`src/rtl/led_pkg.sv`:
```
// Shared types and constants for the LED pattern driver.
package led_pkg;

  typedef enum logic [1:0] {
    MODE_STATIC = 2'd0,
    MODE_SCAN   = 2'd1,
    MODE_COUNT  = 2'd2,
    MODE_BLINK  = 2'd3
  } mode_e;

  typedef enum logic {
    DIR_LEFT  = 1'b0,
    DIR_RIGHT = 1'b1
  } dir_e;

  localparam int unsigned LED_N = 8;
  localparam logic [LED_N-1:0] SCAN_RELOAD = 8'h01;

endpackage

```
`src/rtl/led_tick_gen.sv`:
```
// Pattern-step prescaler: counts 0..PRESCALE-1 while enabled, holds otherwise,
// and emits a registered one-cycle step_tick on each wrap. clr restarts the count.
module led_tick_gen #(
  parameter int unsigned PRESCALE = 2500000
) (
  input  logic clk,
  input  logic rst,
  input  logic en,
  input  logic clr,
  output logic step_tick
);

  localparam int unsigned CW = (PRESCALE > 2) ? $clog2(PRESCALE) : 1;
  localparam logic [CW-1:0] CNT_MAX = CW'(PRESCALE - 1);

  logic [CW-1:0] cnt_q, cnt_d;
  logic          tick_q, tick_d;

  always_comb begin
    cnt_d  = cnt_q;
    tick_d = 1'b0;
    if (clr) begin
      cnt_d = '0;
    end else if (en) begin
      if (cnt_q == CNT_MAX) begin
        cnt_d  = '0;
        tick_d = 1'b1;
      end else begin
        cnt_d = cnt_q + CW'(1);
      end
    end
  end

  always_ff @(posedge clk or posedge rst) begin
    if (rst) begin
      cnt_q  <= '0;
      tick_q <= 1'b0;
    end else begin
      cnt_q  <= cnt_d;
      tick_q <= tick_d;
    end
  end

  assign step_tick = tick_q;

endmodule

```
`src/rtl/led_pattern_driver.sv`:
```
// 8-channel LED pattern sequencer (static/scan/count/blink) with global PWM.
// Define LED_FADE_EN to add a quarter-brightness trail behind the SCAN dot.
module led_pattern_driver
  import led_pkg::*;
#(
  parameter int unsigned PRESCALE = 2500000,
  parameter int unsigned PWM_BITS = 8
) (
  input  logic                clk,
  input  logic                rst,
  input  logic                en,
  input  logic [1:0]          mode,
  input  logic [LED_N-1:0]    pattern_in,
  input  logic [PWM_BITS-1:0] duty,
  output logic [LED_N-1:0]    led,
  output logic                step_tick
);

  mode_e                mode_in;
  mode_e                mode_q, mode_d;
  dir_e                 dir_q, dir_d;
  logic [LED_N-1:0]     pat_q, pat_d;
  logic [LED_N-1:0]     led_q, led_d;
  logic [PWM_BITS-1:0]  pwm_cnt_q, pwm_cnt_d;
  logic                 pwm_on;
  logic                 mode_chg;
  logic [LED_N-1:0]     nxt;
`ifdef LED_FADE_EN
  logic [LED_N-1:0]     trail_q, trail_d;
  logic                 pwm_dim;
`endif

  assign mode_in  = mode_e'(mode);
  assign mode_chg = (mode_in != mode_q);

  led_tick_gen #(
    .PRESCALE(PRESCALE)
  ) u_tick (
    .clk      (clk),
    .rst      (rst),
    .en       (en),
    .clr      (mode_chg),
    .step_tick(step_tick)
  );

  // Free-running PWM; all-ones duty is treated as fully on rather than 255/256.
  assign pwm_cnt_d = pwm_cnt_q + PWM_BITS'(1);
  assign pwm_on    = (duty == '1) || (pwm_cnt_q < duty);
`ifdef LED_FADE_EN
  assign pwm_dim   = (pwm_cnt_q < (duty >> 2));
`endif

  always_comb begin
    mode_d = mode_q;
    dir_d  = dir_q;
    pat_d  = pat_q;
    nxt    = '0;
    if (mode_chg) begin
      mode_d = mode_in;
      dir_d  = DIR_LEFT;
      unique case (mode_in)
        MODE_SCAN:  pat_d = SCAN_RELOAD;
        MODE_COUNT: pat_d = '0;
        default:    pat_d = pattern_in;
      endcase
    end else begin
      unique case (mode_q)
        MODE_STATIC: pat_d = pattern_in;
        MODE_SCAN: begin
          if (step_tick) begin
            if (!$onehot(pat_q)) begin
              pat_d = SCAN_RELOAD;
              dir_d = DIR_LEFT;
            end else if (dir_q == DIR_LEFT) begin
              nxt   = pat_q << 1;
              pat_d = nxt;
              if (nxt == 8'h80) dir_d = DIR_RIGHT;
            end else begin
              nxt   = pat_q >> 1;
              pat_d = nxt;
              if (nxt == 8'h01) dir_d = DIR_LEFT;
            end
          end
        end
        MODE_COUNT: if (step_tick) pat_d = pat_q + 8'd1;
        MODE_BLINK: if (step_tick) pat_d = (pat_q == '0) ? pattern_in : '0;
        default: pat_d = pat_q;
      endcase
    end
  end

`ifdef LED_FADE_EN
  always_comb begin
    trail_d = trail_q;
    if (mode_chg || mode_q != MODE_SCAN) trail_d = '0;
    else if (step_tick)                  trail_d = pat_q;
  end

  assign led_d = (pat_q & {LED_N{pwm_on}}) | (trail_q & ~pat_q & {LED_N{pwm_dim}});
`else
  assign led_d = pat_q & {LED_N{pwm_on}};
`endif

  always_ff @(posedge clk or posedge rst) begin
    if (rst) begin
      mode_q    <= MODE_STATIC;
      dir_q     <= DIR_LEFT;
      pat_q     <= '0;
      led_q     <= '0;
      pwm_cnt_q <= '0;
`ifdef LED_FADE_EN
      trail_q   <= '0;
`endif
    end else begin
      mode_q    <= mode_d;
      dir_q     <= dir_d;
      pat_q     <= pat_d;
      led_q     <= led_d;
      pwm_cnt_q <= pwm_cnt_d;
`ifdef LED_FADE_EN
      trail_q   <= trail_d;
`endif
    end
  end

  assign led = led_q;

endmodule

```
`config.mk`:
```
export PLATFORM = sky130hd
export DESIGN_NAME = led_pattern_driver
export DESIGN_NICKNAME = d
export VERILOG_FILES = /design/src/rtl/led_pkg.sv /design/src/rtl/led_tick_gen.sv /design/src/rtl/led_pattern_driver.sv
export SDC_FILE = /design/constraint.sdc
export NUM_CORES = 1
export LEC_CHECK = 0
export BUFFER_PORTS_ARGS = -buffer_cell sky130_fd_sc_hd__buf_2
export CAP_MARGIN = 20
export CORE_AREA = 2 2 88 90
export DETAILED_ROUTE_END_ITERATION = 10
export DIE_AREA = 0 0 90 92
export SYNTH_ARGS = -nofsm -noshare
export SYNTH_HDL_FRONTEND = slang
export SYNTH_SLANG_ARGS = --single-unit
```
`constraint.sdc`:
```
create_clock -name clk -period 7.4 [get_ports clk]
set_input_delay 0.37 -clock clk [delete_from_list [all_inputs] [get_ports clk]]
set_output_delay 0.37 -clock clk [all_outputs]
set_load 0.05 [all_outputs]
```
==> run_results.csv <==
group,metric,value,unit
grt,grtUsageMet1,25.09,%
cts,cts.sinks,50,
grt,grt_pass1_vias,2603,
setup_path,cp_max_fo,6,
timing,finalCritPeriodShare,59.20,%
cts,cts_tree,"done",
synth,synth_cells,354,
setup_path,rr_startpoint,"pat_q[0]",
synth,async_flop_share,100.0,%
cts,clk_root_buffer_cell,"clkbuf_8",
min_path,min-delay-start,"mode[1]",
finish,diodes,0,
timing,finClkSkew,0.008754,ns
setup_path,path_common_cell,"fa_1",
routing,drcViolationCount,0,
routing,drtIter0Drc,158,
synth,mappedNetlistArea,3222,µm²
synth,avgSynthCellArea,9.101,µm²
grt,use_met3,3.287,%
setup_path,crit_start,"pat_q[0]",
timing,final-setup-viol-count,0,
die,core_area,7447,µm²
die,rows,32,
synth,synth_top_area_share,38.83,%
die,initial_core_util,43.26,%
timing,fmax,228.3,MHz
grt,top_usage_layer,"met2",
timing,final-hold-violation-count,0,
cts,post_cts_buffers,0,
die,floorplan.die_area,8280,µm²
run_status,status,"finished, final reports clean",
timing,drv_slew,0,
routing,final_antenna_net_count,0,
timing,period_needed,4.381,ns
timing,finalHoldWorstSlack,0.2266,ns
die,io-pin-count,30,
synth,ys.warnings.count,0,
routing,avgRoutedWirePerCell,14.61,µm
grt,grt.met2_usage,28.45,%
routing,vias,2645,
setup_path,timing_worst_setup_path_type,"register to register",
cts,numCtsBuffers,5,
synth,seq_area_frac_synth,38.83,%
finish,num-nets-final,416,
timing,tightest_slew,0.9924,ns
synth,synth-seq-cells,50,
cts,htree_levels,2,
synth,yosys-top-cells-area,"dfrtp_1, ha_1, xor2_1, nor2_1, nand2_1",
routing,viasPerCell,5.522,
cts,hold_buffers,0,
grt,grt_start_max_net_pins,51,
finish,area_growth,9.903,%
cts,cts_buffer_depth,2,
setup_path,worst_path_max_delay_cell,"nor3b_1",
pwr,power.total,721.5,µW
placement,dp.cells,469,
placement,dp_slack,3.077,ns
cts,clkTransAtPathRegs,0.10,ns
cts,clkLatencyLatePin,0.31,ns
setup_path,cp_top_family,"adder cells",
timing,setup_ws,3.019,ns
pwr,power_density,203.8,nW/µm²
timing,rsz0062_at_grt,"false",
setup_path,path_buf_inv,3,
die,die_y,92,µm
setup_path,max_stage_delay,0.71,ns
setup_path,path_cells,"inv_1 -> fa_1 -> fa_1 -> fa_1 -> inv_1 -> ha_1 -> inv_1 -> fa_1 -> nor2_1 -> a31o_2 -> nor3b_1 -> a221oi_1 -> a221oi_1",
finish,final_layout_size_suffix_gt1_share,13.79,%
setup_path,arrival,4.58,ns
routing,drtPass1Iterations,5,
grt,grt_pass1_wl,12.35,mm
setup_path,crit_path_end_kind,"register",
finish,finish.cell_count_without_fillers,479,
synth,synth-edff-count,0,
placement,place_congestion,0.9239,
placement,hpwl,4.962,mm
synth,yosys.area.top_type,"dfrtp_1",
timing,setup-tns-final,0,ns
synth,synth_cell_types,64,
min_path,hp-class,"input pin to register",
setup_path,cp-start-kind,"register",
synth,synth_nets,394,
routing,wl,6.997,mm
pwr,leakage,0.001596,µW
die,die_x,90,µm
grt,grt_util_all_layers,18.03,%
timing,relSlewSlack,33.53,%
pwr,irDropWorstVdd,0.1094,mV
grt,grt_antenna_before_repair,0,
grt,grt_overflow,0,
synth,synth_ff_type,"dfrtp_1",
cts,ctsResizeCount,0,
setup_path,required,7.60,ns
run,maxCapViolations,0,
placement,port-buffer-count,29,
## cell type report
cell class / instances / area (µm²)
clock buffers: 5 / 68.82
clock inverters: 3 / 25.02
fillers: 707 / 3906
inverters: 27 / 101.3
multi-input cells: 261 / 1792
flip-flops and latches: 50 / 1251
well taps: 102 / 127.6
repair buffers: 31 / 175.2
## stage by stage
step / utilization [%] / area [µm²]
detailed placement: 45.88 / 3417
global route: 47.55 / 3541
finish: 47.55 / 3541
floorplan: - / 3222
global placement: 45.88 / 3417
CTS: 47.14 / 3511
## sequential cells by signal (all words and copies together), names as in the netlist
| register | count |
|---|---|
| u_tick.step_tick | 1 |
| dir_q | 1 |
| pwm_cnt_q | 8 |
| led | 8 |
| mode_q | 2 |
| u_tick.cnt_q | 22 |
| pat_q | 8 |
## worst register-to-register path, stage by stage (launching register included)
cell	delay [ns]
dfrtp_1	0.45
inv_1	0.15
fa_1	0.58
fa_1	0.44
fa_1	0.44
inv_1	0.08
ha_1	0.16
inv_1	0.05
fa_1	0.38
nor2_1	0.10
a31o_2	0.20
nor3b_1	0.71
a221oi_1	0.17
a221oi_1	0.36
## cells in the mapped netlist, types with 6 or more instances
| cell type | number |
|---|---|
| nand3_1 | 22 |
| o21ai_0 | 15 |
| nor3_1 | 6 |
| clkbuf_1 | 8 |
| inv_1 | 27 |
| dfrtp_1 | 50 |
| nand2_1 | 34 |
| ha_1 | 15 |
| a31oi_1 | 6 |
| nor2_1 | 38 |
| and3_1 | 6 |
| xnor2_1 | 12 |
| nand4_1 | 16 |
| xor2_1 | 18 |
| a221oi_1 | 6 |
## cell usage in the layout, fill, tap and decap left out, drive strengths merged, types with 3 or more instances in the layout
master	instances
a21oi	5
nor2b	5
buf	30
nand3	22
and2	3
ha	15
nor2	39
nor3	7
nand2	34
nand4b	3
xnor2	13
dfrtp	50
inv	28
a221o	3
a22oi	5
nor4	3
fa	4
nand4	16
clkbuf	5
and3	6
a211oi	4
o21ai	15
a31oi	6
xor2	18
a221oi	6
## power breakdown
part	internal (µW)	switching, µW
clock	68.5	103
sequential	289	20.5
combinational	89.9	151
## cell families (layout without fill, tap and decap cells)
logic type	after synthesis	after routing	synth area share (%)
buf+inv	43	66	5.553
fa+ha+maj	19	19	8.311
simple gates	150	150	24.31
mux	2	2	0.6602
flops	50	50	38.83
compound gates	59	59	13.67
xor+xnor	31	31	8.660
## worst paths after layout
check	endpoint	slack [ns]	cells past startpoint
setup reg to reg	pat_q[3]	3.02	13
max in group asynchronous	u_tick.cnt_q[11]	6.36	4
setup / recovery	pat_q[3]	3.02	13
min in group asynchronous	pwm_cnt_q[2]	0.54	3
hold reg to reg	pwm_cnt_q[0]	0.48	1
hold / removal	mode_q[1]	0.23	1
## metal layers
| metal | share of wire (%) | vias up |
|---|---|---|
| met4 | 1.7 | 0 |
| met3 | 4.7 | 14 |
| met1 | 47 | 1289 |
| met5 | 0 | - |
| li1 | - | 1288 |
| met2 | 47 | 54 |
No activity file was read; power rests on OpenSTA's default activity.
